<file path="src/rtl/uart_tx_arbiter_pkg.sv">
// Shared constants, state encoding and helpers for the UART TX frame arbiter.
package uart_tx_arbiter_pkg;

    localparam logic [1:0] SRC_ALARM = 2'd0;
    localparam logic [1:0] SRC_SAVE  = 2'd1;
    localparam logic [1:0] SRC_FETCH = 2'd2;
    localparam logic [1:0] SRC_LOC   = 2'd3;

    localparam logic [7:0] HEADER_DEFAULT    = 8'hAA;
    localparam logic [7:0] TYPE_BASE_DEFAULT = 8'h10;

    localparam int NUM_SRC     = 4;
    localparam int FRAME_BYTES = 4;

    typedef enum logic [1:0] {
        ST_IDLE = 2'd0,
        ST_SEND = 2'd1,
        ST_GAP  = 2'd2
    } arb_state_t;

    // Round-robin successor within sources 1..3; 3 wraps back to 1.
    function automatic logic [1:0] rr_next(input logic [1:0] id);
        return (id == SRC_LOC) ? SRC_SAVE : 2'(id + 2'd1);
    endfunction

endpackage

</file>
<file path="src/rtl/uart_tx_arbiter_rr_pick3.sv">
// Combinational round-robin selector over sources 1..3, starting after i_ptr.
module rr_pick3
    import uart_tx_arbiter_pkg::*;
(
    input  logic [3:1] i_pending,
    input  logic [1:0] i_ptr,
    output logic       o_valid,
    output logic [1:0] o_id
);

    always_comb begin
        logic [1:0] cand;
        logic       hit;
        o_valid = 1'b0;
        o_id    = SRC_SAVE;
        cand    = i_ptr;
        hit     = 1'b0;
        for (int k = 0; k < 3; k++) begin
            cand = rr_next(cand);
            case (cand)
                SRC_SAVE:  hit = i_pending[1];
                SRC_FETCH: hit = i_pending[2];
                SRC_LOC:   hit = i_pending[3];
                default:   hit = 1'b0;
            endcase
            if (hit && !o_valid) begin
                o_valid = 1'b1;
                o_id    = cand;
            end
        end
    end

endmodule

</file>
<file path="src/rtl/uart_tx_arbiter.sv">
// Shares the UART TX byte channel among four event sources, sending
// 4-byte frames (header, type, payload, checksum) with an idle gap after each.
//
// state   | meaning
// --------+------------------------------------------------------------
// ST_IDLE | no frame in flight; arbitrate pending sources each cycle
// ST_SEND | streaming frame bytes 0..3 over the valid/ready handshake
// ST_GAP  | enforced idle spacing after a frame; busy stays high
module uart_tx_arbiter
    import uart_tx_arbiter_pkg::*;
#(
    parameter logic [7:0] HEADER     = HEADER_DEFAULT,
    parameter logic [7:0] TYPE_BASE  = TYPE_BASE_DEFAULT,
    parameter int         GAP_CYCLES = 16
) (
    input  logic       i_clk,
    input  logic       i_rst_n,
    input  logic [3:0] i_req,
    input  logic [7:0] i_payload0,
    input  logic [7:0] i_payload1,
    input  logic [7:0] i_payload2,
    input  logic [7:0] i_payload3,
    output logic [7:0] o_tx_data,
    output logic       o_tx_valid,
    input  logic       i_tx_ready,
    output logic       o_busy,
    output logic [1:0] o_grant_id,
    output logic       o_frame_done,
    output logic       o_drop
);

    localparam logic [15:0] GAP_LOAD = (GAP_CYCLES > 0) ? 16'(GAP_CYCLES - 1) : 16'd0;

    arb_state_t r_state;
    arb_state_t w_state_nxt;

    logic [3:0]  r_pending;
    logic [7:0]  r_payload [NUM_SRC];
    logic [1:0]  r_ptr;
    logic [1:0]  r_grant_id;
    logic [7:0]  r_frame_pay;
    logic [1:0]  r_byte_idx;
    logic [15:0] r_gap_cnt;
    logic        r_frame_done;
    logic        r_drop;

    logic [7:0]  w_pay_in [NUM_SRC];
    logic        w_rr_valid;
    logic [1:0]  w_rr_id;
    logic        w_any;
    logic        w_grant;
    logic [1:0]  w_win;
    logic [3:0]  w_clr_mask;
    logic        w_accept;
    logic        w_last_accept;
    logic [7:0]  w_type;
    logic [7:0]  w_byte;

    assign w_pay_in[0] = i_payload0;
    assign w_pay_in[1] = i_payload1;
    assign w_pay_in[2] = i_payload2;
    assign w_pay_in[3] = i_payload3;

    rr_pick3 u_rr_pick3 (
        .i_pending (r_pending[3:1]),
        .i_ptr     (r_ptr),
        .o_valid   (w_rr_valid),
        .o_id      (w_rr_id)
    );

    // Alarm has strict priority and never disturbs the round-robin pointer.
    assign w_any         = r_pending[SRC_ALARM] | w_rr_valid;
    assign w_win         = r_pending[SRC_ALARM] ? SRC_ALARM : w_rr_id;
    assign w_grant       = (r_state == ST_IDLE) && w_any;
    assign w_clr_mask    = w_grant ? (4'b0001 << w_win) : 4'b0000;
    assign w_accept      = (r_state == ST_SEND) && i_tx_ready;
    assign w_last_accept = w_accept && (r_byte_idx == 2'(FRAME_BYTES - 1));

    always_comb begin
        w_state_nxt = r_state;
        case (r_state)
            ST_IDLE: if (w_any) w_state_nxt = ST_SEND;
            ST_SEND: if (w_last_accept) w_state_nxt = (GAP_CYCLES > 0) ? ST_GAP : ST_IDLE;
            ST_GAP:  if (r_gap_cnt == 16'd0) w_state_nxt = ST_IDLE;
            default: w_state_nxt = ST_IDLE;
        endcase
    end

    assign w_type = TYPE_BASE | {6'd0, r_grant_id};

    always_comb begin
        w_byte = HEADER;
        case (r_byte_idx)
            2'd0:    w_byte = HEADER;
            2'd1:    w_byte = w_type;
            2'd2:    w_byte = r_frame_pay;
            2'd3:    w_byte = w_type ^ r_frame_pay;
            default: w_byte = HEADER;
        endcase
    end

    always_ff @(posedge i_clk or negedge i_rst_n) begin
        if (!i_rst_n) begin
            r_state      <= ST_IDLE;
            r_pending    <= 4'b0000;
            for (int i = 0; i < NUM_SRC; i++) r_payload[i] <= 8'h00;
            r_ptr        <= SRC_LOC;
            r_grant_id   <= SRC_ALARM;
            r_frame_pay  <= 8'h00;
            r_byte_idx   <= 2'd0;
            r_gap_cnt    <= 16'd0;
            r_frame_done <= 1'b0;
            r_drop       <= 1'b0;
        end else begin
            r_state      <= w_state_nxt;
            r_frame_done <= w_last_accept;
            // A req on the source being granted re-arms it rather than dropping.
            r_drop       <= |(i_req & r_pending & ~w_clr_mask);
            r_pending    <= (r_pending & ~w_clr_mask) | i_req;
            for (int i = 0; i < NUM_SRC; i++) begin
                if (i_req[i]) r_payload[i] <= w_pay_in[i];
            end
            if (w_grant) begin
                r_grant_id  <= w_win;
                r_frame_pay <= r_payload[w_win];
                if (w_win != SRC_ALARM) r_ptr <= w_win;
            end
            if (w_grant) begin
                r_byte_idx <= 2'd0;
            end else if (w_accept) begin
                r_byte_idx <= 2'(r_byte_idx + 2'd1);
            end
            if (w_last_accept) begin
                r_gap_cnt <= GAP_LOAD;
            end else if ((r_state == ST_GAP) && (r_gap_cnt != 16'd0)) begin
                r_gap_cnt <= r_gap_cnt - 16'd1;
            end
        end
    end

    assign o_tx_valid   = (r_state == ST_SEND);
    assign o_tx_data    = (r_state == ST_SEND) ? w_byte : 8'h00;
    assign o_busy       = (r_state != ST_IDLE);
    assign o_grant_id   = r_grant_id;
    assign o_frame_done = r_frame_done;
    assign o_drop       = r_drop;

endmodule

</file>
<file path="config.mk">
export PLATFORM = sky130hd
export DESIGN_NAME = uart_tx_arbiter
export DESIGN_NICKNAME = d
export VERILOG_FILES = /design/src/rtl/uart_tx_arbiter_pkg.sv /design/src/rtl/uart_tx_arbiter_rr_pick3.sv /design/src/rtl/uart_tx_arbiter.sv
export SDC_FILE = /design/constraint.sdc
export NUM_CORES = 1
export LEC_CHECK = 0
export CAP_MARGIN = 30
export CORE_MARGIN = 4
export CORE_UTILIZATION = 25
export DETAILED_ROUTE_END_ITERATION = 6
export GPL_ROUTABILITY_DRIVEN = 1
export GPL_TIMING_DRIVEN = 0
export PLACE_DENSITY = 0.5
export REMOVE_ABC_BUFFERS = 1
export SLEW_MARGIN = 20
export SYNTH_ARGS = -nofsm -noshare
export SYNTH_HDL_FRONTEND = slang
export SYNTH_SLANG_ARGS = --single-unit
export TNS_END_PERCENT = 100
</file>
<file path="constraint.sdc">
create_clock -name i_clk -period 7.2 [get_ports i_clk]
set_input_delay 1.8 -clock i_clk [delete_from_list [all_inputs] [get_ports i_clk]]
set_output_delay 1.8 -clock i_clk [all_outputs]
set_load 0.05 [all_outputs]
</file>
# Yosys cells after proc, flatten, opt, wreduce, memory -nomap -nowiden

Index checks and enable logic that the tools add are counted.

Register bits: 70
Bits of input ports: 39
Output and inout port bits: 14
Word-level logic and storage cells: 92

Add/subtract/negate cells: 5
Magnitude comparators: 1
Equality and inequality tests: 18
Shifts and indexed selects: 1
Muxes and demuxes: 27
Bitwise gates (word level): 8
Reductions and logical operators: 19

Operators by type and width:

| kind                                                                  | number |
|---|---|
| 16-bit two-way mux                                                    | 2 |
| 8-bit one-hot mux with 4 select lines                                 | 1 |
| 2-bit two-way mux                                                     | 12 |
| 8-bit two-way mux                                                     | 3 |
| 2-bit equality test, second input constant                            | 10 |
| 8-bit binary-select mux with 2-bit select                             | 1 |
| 16-bit logical NOT                                                    | 1 |
| 16-bit nonzero test                                                   | 1 |
| 16-bit by 1-bit subtractor with 16-bit output, second input constant  | 1 |
| 4-bit bitwise AND                                                     | 3 |
| 2-bit by 1-bit equality test with 1-bit output, second input constant | 5 |
| 1-bit one-hot mux with 3 select lines                                 | 3 |
| 2-bit by 1-bit adder with 2-bit output, second input constant         | 4 |
| 2-bit nonzero test                                                    | 4 |
| 5-bit by 8-bit XOR with 8-bit output                                  | 1 |
| 1-bit logical AND                                                     | 6 |
| 2-bit one-hot mux with 3 select lines                                 | 1 |
| 2-bit logical NOT                                                     | 2 |
| 4-bit two-way mux                                                     | 1 |
| 2-bit inequality test, second input constant                          | 2 |
| 4-bit inverter                                                        | 1 |
| 4-bit bitwise OR                                                      | 1 |
| 4-bit OR reduction                                                    | 1 |
| 1-bit by 2-bit left shift with 4-bit output, first input constant     | 1 |
| other kinds (8)                                                       | 11 |

# Logic depth before layout (Yosys ltp)

Gate-level depths: netlist (run 1).

Depth in word-level cells: 17
Gate-level depth with buffers: 11
Gate-level depth less buffers: 8

# Modules after synthesis

From an unflattened synthesis (run 1), not the netlist that was laid out.

Cell total of the unflattened synthesis: 329
Area, all modules: 3564.7 µm²

By module, submodules not included:

| module          | instances | cells an instance | area each (µm²) | seq. area each (µm²) |
|---|---|---|---|---|
| uart_tx_arbiter | 1         | 301               | 3323.2          | 1754.2 |
| rr_pick3        | 1         | 28                | 241.5           | 0.0 |

# Worst setup path after synthesis (run 1)

Ideal clock, no wire load.

Kind: flip-flop to output port
From: register r_byte_idx[0]
To: output port o_tx_data[4]
Arrival time: 1993 ps
Required time: 5400 ps
Setup slack: 3407 ps
Cell stages (with the launch flop): 5
Buffers on the path: 0
Cell sequence: dfrtp_1 inv_1 ha_1 mux2i_1 a211oi_1

Word-level cells in the longest chain between the ends: 3
Elaborated cells on any way between the ends: 6
Classes of those cells: 3 x eq/ne; 2 x mux; 1 x reduce/logical

RTL lines:

| element                                     | RTL line               | text |
|---|---|---|
| start, declared                             | uart_tx_arbiter.sv:42  | `logic [1:0] r_byte_idx;` |
| start signal, assigned                      | uart_tx_arbiter.sv:131 | `r_byte_idx <= 2'(r_byte_idx + 2'd1);` |
| 2-bit equality test (tied with other cells) | uart_tx_arbiter.sv:93  | `case (r_byte_idx)` |
| 8-bit one-hot mux with 4 select lines *     | uart_tx_arbiter.sv:93  |  |
| 8-bit two-way mux *                         | uart_tx_arbiter.sv:142 | `assign o_tx_data = (r_state == ST_SEND) ? w_byte : 8'h00;` |
| end, declared                               | uart_tx_arbiter.sv:23  | `output logic [7:0] o_tx_data,` |

Every way passes the cells marked *; elsewhere a longest branch is shown, timed or not.

# Final worst setup path (run 1)

From: register r_byte_idx[1]
To: output port o_tx_data[4]

Same word-level chain as after synthesis.

==> results of run 1 <==
==> how the worst max path moves through the flow <==
stage / startpoint / end / slack (ps) / cells after the start
after floorplan: r_ptr[0] / o_drop / 3160 / 7
after global placement: i_rst_n / r_payload[29] / 1840 / 1
after detailed placement: r_byte_idx[0] / o_tx_data[0] / 3280 / 6
final: r_byte_idx[1] / o_tx_data[4] / 2920 / 4
after CTS: r_byte_idx[1] / o_tx_data[4] / 2910 / 4
after global routing: r_byte_idx[1] / o_tx_data[4] / 2770 / 4
==> sequential cells by signal, indices dropped and copies added (netlist names) <==
signal,cells
r_payload,32
r_gap_cnt,16
o_drop,1
r_byte_idx,2
o_frame_done,1
o_grant_id,2
r_pending,4
r_ptr,2
r_frame_pay,8
r_state,2
==> per-stage QoR <==
step	instance area [um^2]	power, uW
after floorplan	3421	1095
after global placement	4161	1316
after detailed placement	4240	1352
after CTS	4523	1778
after global routing	4523	1866
final	4523	1758
==> power by group through the flow <==
stage	logic [uW]	clock network [uW]	registers [uW]
final	763	416	579
after global routing	830	444	591
after CTS	772	427	579
after detailed placement	767	0	584
after global placement	734	0	581
after floorplan	512	0	583
==> final cells by class <==
class	count	area share
sequential	70	0.3878
timing repair buffer	55	0.1284
clock buffer	15	0.06141
inverter	12	0.009959
multi-input combinational	211	0.3627
clock inverter	1	0.001107
tap	176	0.04869
==> Yosys cell counts, drive strengths merged (2+ instances only) <==
cell type,number,area (um^2)
a21o,7,60.05
a21oi,12,63.81
a221oi,9,78.83
a22oi,5,42.54
a32o,2,21.27
and2,3,18.77
buf,4,43.79
clkbuf,7,26.28
dfrtp,68,1702
dfstp,2,52.55
ha,9,112.6
inv,11,41.29
mux2,32,360.4
mux2i,18,180.2
nand2,16,60.06
nand2b,4,25.02
nand3,6,30.03
nor2,29,108.9
nor3,6,41.29
nor4,3,18.77
o2111ai,2,17.52
o211ai,2,15.01
o21ai,6,30.02
o311ai,2,17.52
o31ai,2,15.01
or2,3,18.77
or3,3,18.77
or4,3,26.27
xnor2,6,52.55
xor2,5,43.79
==> cells by family after synthesis <==
kind of cell    count (synthesis)
mux                            50
simple gates                   81
buf+inv                        23
compound gates                 60
xor+xnor                       11
flops                          70
fa+ha+maj                       9
==> worst reg2reg max path, cell delays in order (launching register included) <==
cell,delay [ps]
dfstp_2,540
inv_1,70
ha_1,410
o21ai_0,270
a32oi_1,230
o32ai_4,660
nor2_1,100
or4b_1,510
==> metal layers <==
layer,wire [um],part of all wire,GRT usage
met1,3893,0.46,0.1363
met3,396,0.047,0.03091
met2,3931,0.46,0.1690
met4,238,0.028,0.05237
met5,0,0,0
==> metrics.yaml, run 1 <==
multi_input_area_um2: 1640
htreeDepth: 3
synth_edf_count: 0
worstSetupEndpointType: "primary output"
ys.flop_type: "dfrtp_1"
setup_violations: 0
critPathSlowestCell: "clkdlybuf4s50_1"
gr-total-overflow: 0
ios: 53
die_area_um2: 15920
cts-root-buf: "clkbuf_16"
area_growth_pct: 29.57
num-fill-cells: 1413
grt_max_degree: 57
vias: 2533
slowest_delay_ps: 880
final_core_util: 0.3362
min-delay-start: "r_gap_cnt[13]"
rsz0062_at_grt: "false"
die-width_um: 126.2
regArea_um2: 1754
p_int_uw: 1063
syn_area_um2: 3491
grt_pass1_wl_um: 13560
grt_pass1_vias: 2666
rrSetupSlack_ps: 4270
worstPathArrival_ps: 2480
cts_tree: "yes"
drive_gt1_frac: 0.1703
cp_data_required_time_ps: 5400
crit_family: "buffers and inverters"
setup_ws_ps: 2921
start_kind: "flop"
antenna_found_initial: 0
core_um2: 13450
power.density_nw_per_um2: 388.6
leakagePower_uw: 0.001819
critical_path_class: "reg2out"
crit_chain: "ha_1 > mux2i_1 > a211oi_1 > clkdlybuf4s50_1"
synth_cell_types: 59
final_nets: 407
gp_congestion: 0.7447
clkPwrFrac: 0.237
layout_commonest_cell: "dfrtp_1"
start_util: 0.2595
min_period_over_period: 0.5942
hpwl_um: 6179
floorplan.rows: 42
place_ws_ps: 3279
cts_buffers: 9
max_freq_mhz: 233.7
wire_per_inst_um: 15.66
vias_per_cell: 4.691
min_period_ps: 4279
drt-initial-drc-count: 98
clk_latency_ps: 330
diodes: 0
worstMarginPinSlew_ps: 649.2
synth_top_family_by_area: "multiplexers"
hp-class: "reg2reg"
switchingPower_uw: 695.0
postCtsSetupBuffers: 0
final_hold_viol_count: 0
cts_hold_buf: 0
synthCells: 304
synthAdderAreaFrac: 0.03226
cts.sinks: 70
crit_buf_inv: 1
antenna_left: 0
clk_pin_slew_ps: 50
whs_path_depth: 1
swShare: 0.3954
final_cell_mix: "68 x dfrtp_1, 51 x clkdlybuf4s50_1, 32 x mux2_2, 29 x nor2_1, 18 x mux2i_1"
r2r-start: "r_ptr[0]"
track_usage: 0.1077
hold_end: "r_gap_cnt[13]"
yosys.area_share.simple: 0.1165
whs_ps: 472.3
die_h_um: 126.2
synth_xor_xnor_area_share: 0.02760
ys_seq_area_frac: 0.5025
synth_mux_area_frac: 0.1548
ys.warnings.count: 0
status: "completed"
synth-async-reset-ratio: 1.000
synth-compound-area-share: 0.1333
p_comb_frac: 0.434
post_cts_resized: 0
final_cells: 540
drc: 0
max_slew_margin: 0.5672
dpl.cell_count: 524
p_seq_frac: 0.329
reg2reg_depth: 7
slew_viol_final: 0
drv_cap: 0
peakVddDrop_uv: 185.7
portBuffers: 52
r2r_end: "o_drop"
wl_um: 8458
ys_ff_latch: 70
firstDrtPassIters: 4
finalSetupTns_ps: 0
crit_fanout: 9
cts_buffer_depth: 2
syn_area_per_cell_um2: 11.48
worst_clock_skew_ps: 4.263
Power figures use the tool's default switching activity.
==> inputs of run 2 (changes only) <==
--- a/config.mk
+++ b/config.mk
@@ -11,7 +11,7 @@
 export DETAILED_ROUTE_END_ITERATION = 6
 export GPL_ROUTABILITY_DRIVEN = 1
 export GPL_TIMING_DRIVEN = 0
-export PLACE_DENSITY = 0.5
+export PLACE_DENSITY = 0.52
 export REMOVE_ABC_BUFFERS = 1
 export SLEW_MARGIN = 20
 export SYNTH_ARGS = -nofsm -noshare
==> constraint.sdc (replaced) <==
create_clock -name i_clk -period 3.7 [get_ports i_clk]
set_input_delay 0.925 -clock i_clk [delete_from_list [all_inputs] [get_ports i_clk]]
set_output_delay 0.925 -clock i_clk [all_outputs]
set_load 0.05 [all_outputs]
==> metrics.yaml, run 2 (synthesis results as in run 1) <==
clk_latency_ps: 330  # about the same
num-fill-cells: 1405  # -0.57%
finalInstanceArea_um2: 4481  # -0.94%
cp_data_required_time_ps: 2770  # -2630 ps
wire_per_inst_um: 15.20  # -2.9%
setup_violations: 0  # unchanged
drc: 0  # unchanged
hpwl_um: 6063  # -1.9%
core_um2: 13450  # unchanged
cts.sinks: 70  # unchanged
cts_buffers: 9  # unchanged
cp-startpoint: "r_byte_idx[1]"
r2r_end: "o_drop"
vias: 2547  # +0.55%
final_cells: 540  # unchanged
crit_chain: "ha_1 > mux2i_1 > a211oi_1 > clkdlybuf4s50_1"
swShare: 0.4007  # +0.005356
rrSetupSlack_ps: 610  # -3660 ps
worstSetupEndpointType: "primary output"
cts_buffer_depth: 2  # unchanged
grt_pass1_vias: 2617  # -1.8%
layout_commonest_cell: "dfrtp_1"
cts_tree: "yes"
max_slew_margin: 0.4903  # -0.07694
worst_clock_skew_ps: 9.319  # +5.057 ps
wl_um: 8210  # -2.9%
portBuffers: 52  # unchanged
dpl.cell_count: 524  # unchanged
reg2reg_depth: 8  # +1
rsz0062_at_grt: "false"
drt-initial-drc-count: 81  # -17%
p_int_uw: 2016  # +90%
r2r-start: "r_ptr[0]"
die_area_um2: 15920  # unchanged
firstDrtPassIters: 5  # +1
cts_hold_buf: 0  # unchanged
ios: 53  # unchanged
p_comb_frac: 0.437  # +0.003
crit_fanout: 9  # unchanged
slowest_delay_ps: 870  # about the same
worstPathArrival_ps: 2420  # -60 ps
post_cts_resized: 0  # unchanged
drv_cap: 0  # unchanged
min_period_over_period: 0.9038
min_period_ps: 3344
p_seq_frac: 0.334  # +0.005
final_nets: 407  # unchanged
cts-root-buf: "clkbuf_16"
diodes: 0  # unchanged
start_kind: "flop"
reg_top3: "r_payload (32), r_gap_cnt (16), r_frame_pay (8)"
start_util: 0.2595  # unchanged
hp-class: "reg2reg"
gp_congestion: 0.7334  # -1.5%
switchingPower_uw: 1348  # +94%
dpl_cell_area_um2: 4217  # -0.56%
die-width_um: 126.2  # unchanged
final_hold_viol_count: 0  # unchanged
area_growth_pct: 28.35
clk_pin_slew_ps: 50  # about the same
largest_register_ffs: 32  # unchanged
drive_gt1_frac: 0.1676  # -0.002747
status: "completed"
die_h_um: 126.2  # unchanged
max_freq_mhz: 299.0
slew_viol_final: 0  # unchanged
track_usage: 0.1070  # -0.0007423
gr-total-overflow: 0  # unchanged
critPathSlowestCell: "clkdlybuf4s50_1"
critical_path_class: "reg2out"
regMostFlops: "r_payload"
antenna_left: 0  # unchanged
leakagePower_uw: 0.001801  # -0.99%
power.density_nw_per_um2: 750.7  # +93%
clkPwrFrac: 0.229  # -0.008
antenna_found_initial: 0  # unchanged
grt_pass1_wl_um: 13480  # -0.61%
vias_per_cell: 4.717  # +0.55%
postCtsSetupBuffers: 0  # unchanged
crit_path_end: "o_tx_data[4]"
htreeDepth: 3  # unchanged
worstMarginPinSlew_ps: 764.6  # +115.4 ps
grt_max_degree: 41  # -28%
final_core_util: 0.3331  # -0.003163
final_cell_mix: "68 x dfrtp_1, 51 x clkdlybuf4s50_1, 32 x mux2_2, 29 x nor2_1, 18 x mux2i_1"
peakVddDrop_uv: 458.9  # +150%
floorplan.rows: 42  # unchanged
## run 2: cell types whose count changed in the layout (fill, tap and decap cells not counted), sizes merged
| cell | previous run | this run |
|---|---|---|
| clkbuf | 15 | 14 |
| clkinv | 2 | 3 |
## run 2: worst min-delay path by stage
stage             startpoint       endpoint  depth (start not counted)
2_1_floorplan  r_gap_cnt[13]  r_gap_cnt[13]                          1
3_3_place_gp   r_gap_cnt[13]  r_gap_cnt[13]                          1
5_1_grt        r_gap_cnt[13]  r_gap_cnt[13]                          1
6_report       r_gap_cnt[13]  r_gap_cnt[13]                          1
3_5_place_dp   r_gap_cnt[13]  r_gap_cnt[13]                          1
4_1_cts        r_gap_cnt[13]  r_gap_cnt[13]                          1
## run 2: power by group through the flow
stage               registers [uW]  logic, uW  clock network, uW
floorplan                     1130        996                  0
global placement              1130       1430                  0
detailed placement            1140       1470                  0
CTS                           1130       1480                798
global route                  1160       1610                821
finish                        1120       1470                771
## run 2: area by class of cell
| cell class | count | area (um^2) | area share |
|---|---|---|---|
| clock buffers | 14 | 254.0 | 0.05669 |
| flip-flops and latches | 70 | 1754 | 0.3915 |
| repair buffers | 55 | 556.8 | 0.1243 |
| multi-input cells | 211 | 1640 | 0.3661 |
| well taps | 176 | 220.2 | 0.04915 |
| inverters | 12 | 45.04 | 0.01005 |
| clock inverters | 2 | 10.01 | 0.002234 |
## run 2: metrics by stage
stage | setup TNS, ps | total power, uW | hold slack, ps | setup WS (ps)
CTS | 0 | 3408 | 481.3 | 305.5
global route | 0 | 3583 | 505.7 | 211.1
global placement | -68410 | 2558 | 458.0 | -1894
detailed placement | 0 | 2611 | 471.2 | 597.0
finish | 0 | 3364 | 475.2 | 355.9
floorplan | -2377 | 2130 | 436.5 | -338.2
## run 2: layer usage
layer,wire length (um),global-route usage,part of all wire,vias up
met2,3731,0.1640,0.45,60
met3,378,0.03345,0.046,12
met1,3958,0.1418,0.48,1256
li1,-,-,-,1219
met5,0,0,0,-
met4,142,0.04038,0.017,0
## run 2: critical path: cells and delay by family (launching register included)
family,cells,cell delay (ps)
AO/OA/AOI/OAI,1,300
adder cells (fa/ha/maj),1,320
buffers and inverters,1,870
flip-flops,1,480
multiplexers,1,120
==> inputs of run 3 (changes only) <==
--- a/config.mk
+++ b/config.mk
@@ -5,7 +5,6 @@
 export SDC_FILE = /design/constraint.sdc
 export NUM_CORES = 1
 export LEC_CHECK = 0
-export CAP_MARGIN = 30
 export CORE_MARGIN = 4
 export CORE_UTILIZATION = 25
 export DETAILED_ROUTE_END_ITERATION = 6
==> metrics.yaml, run 3 (synthesis results as in run 1) <==
status: "completed"
hpwl_um: 6017  # -0.76%
switchingPower_uw: 1372  # +1.8%
cts_tree: "yes"
post_cts_resized: 0  # unchanged
core_um2: 13450  # unchanged
firstDrtPassIters: 4  # -1
track_usage: 0.1080  # +0.0009967
portBuffers: 52  # unchanged
wire_per_inst_um: 15.38  # +1.1%
crit_fanout: 4  # -5
cts.sinks: 70  # unchanged
critPathSlowestCell: "clkdlybuf4s50_1"
final_hold_viol_count: 0  # unchanged
worst_clock_skew_ps: 6.170  # -3.150 ps
slew_viol_final: 0  # unchanged
grt_pass1_wl_um: 13580  # +0.77%
gp_congestion: 0.7334  # unchanged
final_cell_mix: "68 x dfrtp_1, 51 x clkdlybuf4s50_1, 32 x mux2_2, 29 x nor2_1, 18 x mux2i_1"
start_kind: "flop"
rsz0062_at_grt: "false"
p_int_uw: 2096  # +4.0%
drt-initial-drc-count: 107  # +32%
peakVddDrop_uv: 396.5  # -14%
htreeDepth: 3  # unchanged
cts_hold_buf: 0  # unchanged
worstMarginPinSlew_ps: 678.6  # -85.99 ps
die_area_um2: 15920  # unchanged
cp_data_required_time_ps: 2770  # about the same
whs_ps: 473.9  # -1.286 ps
ios: 53  # unchanged
grt_max_degree: 41  # unchanged
p_comb_frac: 0.425  # -0.012
hp-class: "reg2reg"
layout_commonest_cell: "dfrtp_1"
reg_top3: "r_payload (32), r_gap_cnt (16), r_frame_pay (8)"
gr-total-overflow: 0  # unchanged
worstSetupEndpointType: "primary output"
cts-root-buf: "clkbuf_16"
worstPathArrival_ps: 2500  # +80 ps
largest_register_ffs: 32  # unchanged
setup_violations: 0  # unchanged
finalSetupTns_ps: 0  # unchanged
dpl.cell_count: 523  # -0.19%
cts_buffers: 9  # unchanged
max_freq_mhz: 291.7  # -2.5%
crit_chain: "inv_1 > ha_1 > a22o_1 > a21oi_1 > nor3_1 > clkdlybuf4s50_1"
min_period_over_period: 0.9265  # +0.02271
floorplan.rows: 42  # unchanged
max_slew_margin: 0.5476  # +0.05733
drc: 0  # unchanged
grt_pass1_vias: 2626  # +0.34%
vias_per_cell: 4.673  # -0.92%
cts_buffer_depth: 2  # unchanged
final_nets: 406  # -0.25%
die_h_um: 126.2  # unchanged
swShare: 0.3956  # -0.005170
wl_um: 8288  # +0.95%
drive_gt1_frac: 0.1763  # +0.008726
p_seq_frac: 0.324  # -0.010
clkPwrFrac: 0.251  # +0.022
setup_ws_ps: 271.9  # -84.04 ps
die-width_um: 126.2  # unchanged
clk_pin_slew_ps: 60  # about the same
antenna_left: 0  # unchanged
slowest_delay_ps: 900  # +30 ps
drv_cap: 0  # unchanged
vias: 2519  # -1.1%
dpl_cell_area_um2: 4209  # -0.18%
critical_path_class: "reg2out"
power.density_nw_per_um2: 768.3  # +2.3%
final_cells: 539  # -0.19%
leakagePower_uw: 0.001817  # +0.90%
num-fill-cells: 1381  # -1.7%
postCtsSetupBuffers: 0  # unchanged
regArea_um2: 1754  # unchanged
regMostFlops: "r_payload"
min_period_ps: 3428  # +84.04 ps
diodes: 0  # unchanged
finalInstanceArea_um2: 4514  # +0.75%
area_growth_pct: 29.32
clk_latency_ps: 330  # about the same
antenna_found_initial: 0  # unchanged
start_util: 0.2595  # unchanged
place_ws_ps: 350.3  # -246.8 ps
multi_input_area_um2: 1644  # +0.23%
-- run 3: changes by cell type in the layout (fill, tap and decap cells not counted) --
cell / before / now
clkinv_2: 2 / 3
clkbuf_1: 4 / 1
a21oi_1: 11 / 10
buf_4: 2 / 1
clkbuf_8: 1 / 2
bufinv_16: 0 / 1
a21oi_2: 1 / 2
-- run 3: layer usage --
layer  share of wire  routed length (um)  vias up  GRT usage
li1                -                   -     1214          -
met1            0.49                4034     1236     0.1506
met2            0.45                3707       58     0.1559
met3           0.045                 373       11    0.03175
met4           0.021                 172        0    0.04543
met5               0                   0        -          0
-- run 3: power groups by stage --
stage,sequential (uW),combinational (uW),clock (uW)
after floorplan,1130,996,0
after global placement,1130,1430,0
after detailed placement,1140,1470,0
after CTS,1120,1480,888
after global routing,1150,1610,925
final,1120,1470,869
-- run 3: cell type report --
type,instances,share of cell area
Inverter,12,0.009978
Tap cell,176,0.04878
Multi-Input combinational cell,211,0.3642
Sequential cell,70,0.3886
Clock inverter,4,0.009978
Timing Repair Buffer,54,0.1217
Clock buffer,12,0.05682
-- run 3: metrics by stage --
step,util,total power (uW)
floorplan,-,2130
global placement,0.3093,2558
detailed placement,0.3129,2605
CTS,0.3353,3494
global route,0.3356,3687
finish,0.3356,3468
-- run 3: worst paths after layout --
| kind | startpoint | endpoint | slack, ps | cells past startpoint |
|---|---|---|---|---|
| worst max-delay path | r_byte_idx[0] | o_tx_data[0] | 270 | 6 |
| worst min-delay path | r_gap_cnt[13] | r_gap_cnt[13] | 470 | 1 |
| worst max register to register | r_ptr[0] | o_drop | 680 | 8 |
| worst min register to register | r_gap_cnt[13] | r_gap_cnt[13] | 470 | 1 |
| max in group asynchronous | i_rst_n | r_ptr[0] | 2570 | 2 |
| min in group asynchronous | i_rst_n | r_gap_cnt[5] | 530 | 1 |
-- run 3: critical path: cells and delay by family (launching register included) --
kind	cells	cell delay [ps]
AND/OR/NAND/NOR	1	300
buffers and inverters	2	1030
adder cells (fa/ha/maj)	1	240
AO/OA/AOI/OAI	2	180
flip-flops	1	420
